===== config.mk =====
export PLATFORM = sky130hd
export DESIGN_NAME = pipelined_adder
export DESIGN_NICKNAME = d
export VERILOG_FILES = /design/src/rtl/adder_pkg.sv /design/src/rtl/add_slice.sv /design/src/rtl/pipelined_adder.sv
export SDC_FILE = /design/constraint.sdc
export NUM_CORES = 1
export LEC_CHECK = 0
export CAP_MARGIN = 20
export CORE_MARGIN = 1.5
export CORE_UTILIZATION = 35
export DETAILED_ROUTE_END_ITERATION = 8
export GPL_TIMING_DRIVEN = 0
export REMOVE_ABC_BUFFERS = 1
export SYNTH_ARGS = -nofsm -noshare
export SYNTH_HDL_FRONTEND = slang
export SYNTH_SLANG_ARGS = --single-unit

===== constraint.sdc =====
create_clock -name clk -period 9.52 [get_ports clk]
set_clock_uncertainty 0.2 [all_clocks]
set_input_delay 1.428 -clock clk [delete_from_list [all_inputs] [get_ports clk]]
set_output_delay 1.428 -clock clk [all_outputs]
set_load 0.01 [all_outputs]

===== src/rtl/adder_pkg.sv =====
// Shared elaboration helpers for the pipelined adder: parameter legality
// and the per-stage chunk width.
package adder_pkg;

   function automatic bit params_legal(input int width, input int stages);
      return (width >= 1) && (stages >= 1) && ((width % stages) == 0);
   endfunction

   function automatic int chunk_width(input int width, input int stages);
      return (stages >= 1) ? (width / stages) : width;
   endfunction

endpackage


===== src/rtl/add_slice.sv =====
// Combinational W-bit ripple adder slice; also reports the carry into its
// MSB so the last slice can derive signed overflow.
module add_slice #(
   parameter int W = 8
) (
   input  logic [W-1:0] i_a,
   input  logic [W-1:0] i_b,
   input  logic         i_ci,
   output logic [W-1:0] o_s,
   output logic         o_co,
   output logic         o_c_msb
);

   // Bit-serial ripple; o_c_msb ends up holding the carry entering bit W-1
   always_comb begin : ripple
      logic c;
      c       = i_ci;
      o_s     = '0;
      o_c_msb = 1'b0;
      for (int i = 0; i < W; i++) begin
         o_c_msb = c;
         o_s[i]  = i_a[i] ^ i_b[i] ^ c;
         c       = (i_a[i] & i_b[i]) | (c & (i_a[i] ^ i_b[i]));
      end
      o_co = c;
   end

endmodule


===== src/rtl/pipelined_adder.sv =====
// STAGES-deep carry-pipelined adder/subtractor with valid/ready flow control.
// Operands shift right one chunk per stage; sum chunks accumulate in place.
module pipelined_adder
   import adder_pkg::*;
#(
   parameter int WIDTH  = 32,
   parameter int STAGES = 4
) (
   input  logic             clk,
   input  logic             rst_n,
   input  logic             in_valid,
   output logic             in_ready,
   input  logic [WIDTH-1:0] a,
   input  logic [WIDTH-1:0] b,
   input  logic             cin,
   input  logic             sub,
   output logic             out_valid,
   input  logic             out_ready,
   output logic [WIDTH-1:0] s,
   output logic             cout,
   output logic             ovf
);

   localparam int CHUNK = chunk_width(WIDTH, STAGES);

   if (!params_legal(WIDTH, STAGES)) begin : g_bad_params
      $error("pipelined_adder: need WIDTH >= 1, STAGES >= 1 and WIDTH a multiple of STAGES");
   end

   logic             w_en;
   logic [WIDTH-1:0] w_op_a   [STAGES];
   logic [WIDTH-1:0] w_op_b   [STAGES];
   logic [WIDTH-1:0] w_s_in   [STAGES];
   logic [WIDTH-1:0] w_s_next [STAGES];
   logic             w_ci     [STAGES];
   logic             w_v_in   [STAGES];
   logic [CHUNK-1:0] w_chunk  [STAGES];
   logic             w_co     [STAGES];
   logic             w_c_msb  [STAGES];

   logic [WIDTH-1:0] r_a [STAGES];
   logic [WIDTH-1:0] r_b [STAGES];
   logic [WIDTH-1:0] r_s [STAGES];
   logic             r_c [STAGES];
   logic             r_v [STAGES];
   logic             r_ovf;

   assign w_en     = ~r_v[STAGES-1] | out_ready;
   assign in_ready = w_en;

   for (genvar k = 0; k < STAGES; k++) begin : g_stage
      if (k == 0) begin : g_head
         // Subtraction is a + ~b + 1, so the head stage folds in the inversion
         assign w_op_a[k] = a;
         assign w_op_b[k] = sub ? ~b : b;
         assign w_ci[k]   = sub ? 1'b1 : cin;
         assign w_s_in[k] = '0;
         assign w_v_in[k] = in_valid;
      end else begin : g_body
         assign w_op_a[k] = r_a[k-1];
         assign w_op_b[k] = r_b[k-1];
         assign w_ci[k]   = r_c[k-1];
         assign w_s_in[k] = r_s[k-1];
         assign w_v_in[k] = r_v[k-1];
      end

      add_slice #(.W(CHUNK)) u_slice (
         .i_a     (w_op_a[k][CHUNK-1:0]),
         .i_b     (w_op_b[k][CHUNK-1:0]),
         .i_ci    (w_ci[k]),
         .o_s     (w_chunk[k]),
         .o_co    (w_co[k]),
         .o_c_msb (w_c_msb[k])
      );

      assign w_s_next[k] = w_s_in[k] | (WIDTH'(w_chunk[k]) << (k * CHUNK));
   end

   // Stage registers: all advance together on w_en, cleared by reset
   always_ff @(posedge clk) begin
      if (!rst_n) begin
         for (int k = 0; k < STAGES; k++) begin
            r_a[k] <= '0;
            r_b[k] <= '0;
            r_s[k] <= '0;
            r_c[k] <= 1'b0;
            r_v[k] <= 1'b0;
         end
         r_ovf <= 1'b0;
      end else if (w_en) begin
         for (int k = 0; k < STAGES; k++) begin
            r_a[k] <= w_op_a[k] >> CHUNK;
            r_b[k] <= w_op_b[k] >> CHUNK;
            r_s[k] <= w_s_next[k];
            r_c[k] <= w_co[k];
            r_v[k] <= w_v_in[k];
         end
         r_ovf <= w_c_msb[STAGES-1] ^ w_co[STAGES-1];
      end
   end

   assign out_valid = r_v[STAGES-1];
   assign s         = r_s[STAGES-1];
   assign cout      = r_c[STAGES-1];
   assign ovf       = r_ovf;

endmodule


==> reports/results.txt <==
Final ANT Viol Nets -> 0
core area -> 22000 sq um
Compound-Gate Fraction of Synth Area -> 0.696%
clock root buffer -> clkbuf_16
DR pass1 iterations -> 4
pre-CTS setup slack -> 3.58 ns
Boundary Pins -> 106
clock tree buffer depth -> 2
Worst R2R Setup Slack -> 4.90 ns
Peak VDD IR -> 0.0000955 V
Fill cells -> 1962
ratio of cells with drive above 1 in the final layout -> 8.09%
H-tree depth -> 4
Horiz. Die Dim -> 153 um
worst path required time -> 9.50 ns
Hold WC Path Type -> flop to flop
fin crit share -> 57.3%
Ys Warns -> 0
most frequent cells in the layout -> edfxtp_1, and3_1, clkdlybuf4s50_1
initial antenna violation count -> 0
routed len/inst -> 14.1 um
Synth Area in Adders -> 8.10%
total number of vias -> 4153
maximum clock frequency -> 183 MHz
Die Footprint -> 23500 sq um
Synth area leader -> edfxtp_1
die height -> 153 um
final hold violation count -> 0
vias in the first global route -> 4221
Post-Syn Area -> 7910 sq um
LEAKAGE -> 4.34 nW
largest net degree at the start of global routing -> 86
Clock transition at path regs -> 0.07 ns
Worst EP arrival -> 5.43 ns
Synth Area in XOR/XNOR -> 3.65%
hold_ws -> 0.265 ns
Tmin final -> 5.45 ns
max-slew violations -> 0
Setup Crit Path Kind -> input port to flop
outcome -> completed
mux cell area share after synthesis -> 0%
commonest non-fill, non-tap cell in the layout -> edfxtp_1
dpl hpwl -> 7.76 mm
row count -> 54
gr ovfl total -> 0
Synth area leaders -> edfxtp_1, and3_1, fa_1
CP startpoint -> sub
PwrDens -> 187 nW/um^2
cts bufs inserted -> 17
# hold bufs at CTS -> 0
GRT Util Overall -> 11.4%
final setup margin -> 4.07 ns
IO buf count -> 105
largest family of logic cells by synthesized area -> simple AND/OR/NAND/NOR gates
Setup crit end -> r_s[0][7]
Worst setup SP type -> input port
diodes inserted -> 0
worst reg2reg path endpoint -> r_c[3]
DRT iter0 DRCs -> 256
Initial Util -> 35.9%
worst r2r path cells -> 11
CTS tree -> built
reg-to-reg critical path startpoint -> r_b[0][48]
crit-path max FO -> 23
first-pass GRT wire length -> 20.9 mm
Clk Latency, worst-skew pair -> 0.42 ns
simple-gate share of the synthesized area -> 14.2%
crit end category -> flop
# Post-CTS Setup Buffers -> 0
Worst-Margin Slew -> 0.622 ns
register bit count reported by yosys -> 185
Net count, final -> 707
DRC Markers -> 0
worst rel slew slack -> 58.5%
Cells after Synth -> 517
max cap viols -> 0
area growth from synthesis to layout -> 24.4%
# setup viols final -> 0
RSZ-0062 raised after global routing -> no
CTS resizes -> 0
routability cong. -> 0.670
Synth Area per Inst -> 15.3 sq um
top cell type's share of synthesized area -> 67.6%
drt total wl -> 12.7 mm
synth unique cells -> 20
# clock sinks -> 185
vias per cell -> 4.62
part of the Yosys area used for sequential elements -> 69.3%
[critical path: stages]
cell and delay (ns):
buf_2 0.36, buf_12 0.26, xnor2_1 0.12, fa_1 0.42
fa_1 0.41, fa_1 0.39, fa_1 0.39, fa_1 0.37
inv_1 0.08, fa_1 0.16, inv_1 0.05, fa_1 0.35
inv_1 0.08, fa_1 0.40, and3_1 0.16
[how the worst min path moves through the flow]
| stage | startpoint | endpoint | slack (ns) | cells past startpoint |
|---|---|---|---|---|
| 2_1_floorplan | r_v[2] | r_v[2] | 0.24 | 2 |
| 3_3_place_gp | r_v[2] | r_v[2] | 0.25 | 2 |
| 3_5_place_dp | r_v[0] | r_v[0] | 0.26 | 2 |
| 4_1_cts | r_v[0] | r_v[0] | 0.27 | 2 |
| 5_1_grt | r_v[2] | r_v[2] | 0.30 | 2 |
| 6_report | r_v[0] | r_v[0] | 0.27 | 2 |
[metrics by stage]
| step | util, % | cell area (sq um) | power, mW | setup TNS, ns | std cells |
|---|---|---|---|---|---|
| finish | 44.7 | 9840 | 1.84 | 0 | 898 |
| global route | 44.7 | 9840 | 1.92 | 0 | 898 |
| CTS | 44.7 | 9840 | 1.87 | 0 | 898 |
| detailed placement | 41.9 | 9230 | 1.13 | 0 | 866 |
| floorplan | - | 7700 | 1.05 | 0 | 476 |
| global placement | 41.3 | 9100 | 1.13 | -771.07 | 861 |
[area by class of cell]
type                            instances  area, sq um  area share (%)
Sequential cell                       185         5490            55.7
Multi-Input combinational cell        265         2120            21.5
Timing Repair Buffer                  110         1170            11.9
Clock buffer                           20          457            4.64
Tap cell                              280          350            3.56
Clock inverter                         12          160            1.63
Inverter                               26          100            1.02
[sequential cells by signal, summed over array words and instances, names as in the netlist]
| register | cells |
|---|---|
| r_s | 80 |
| ovf | 1 |
| r_a | 48 |
| r_c | 4 |
| r_b | 48 |
| r_v | 4 |
[where the power goes]
part           switching (mW)  total (mW)  internal [mW]  leakage, nW
clock                   0.301       0.733          0.432        0.304
combinational          0.0616       0.143         0.0817         1.86
sequential             0.0158       0.969          0.953         2.17
[cells in the mapped netlist]
library cell / n
dfxtp_1: 7
fa_1: 32
xor2_1: 3
nand2_4: 1
buf_6: 6
nor2b_4: 1
o211a_1: 2
inv_1: 25
nand2_1: 11
a21boi_0: 4
inv_4: 1
o21ai_0: 1
and3_1: 143
nand3_1: 1
xnor2_1: 30
nor2_2: 10
clkbuf_1: 22
nor2_1: 26
buf_2: 13
edfxtp_1: 178
[metal layers]
layer  vias to the layer above  part of all wire (%)  GRT usage, %
met5                         -                     0             0
met4                         0                   1.2          4.25
met3                         9                   3.3          3.12
met2                        82                    52          19.8
met1                      2050                    44          13.7
li1                       2012                     -             -
[kinds of logic (layout without fill, tap and decap cells)]
family,after synthesis,after routing
AOI/OAI and AO/OA,7,7
DFF,185,185
xor gates and xnor gates,33,33
buffers and inverters,67,168
adders and majority gates,32,32
and+or+nand+nor,193,193
(Power assumes the default switching activity.)
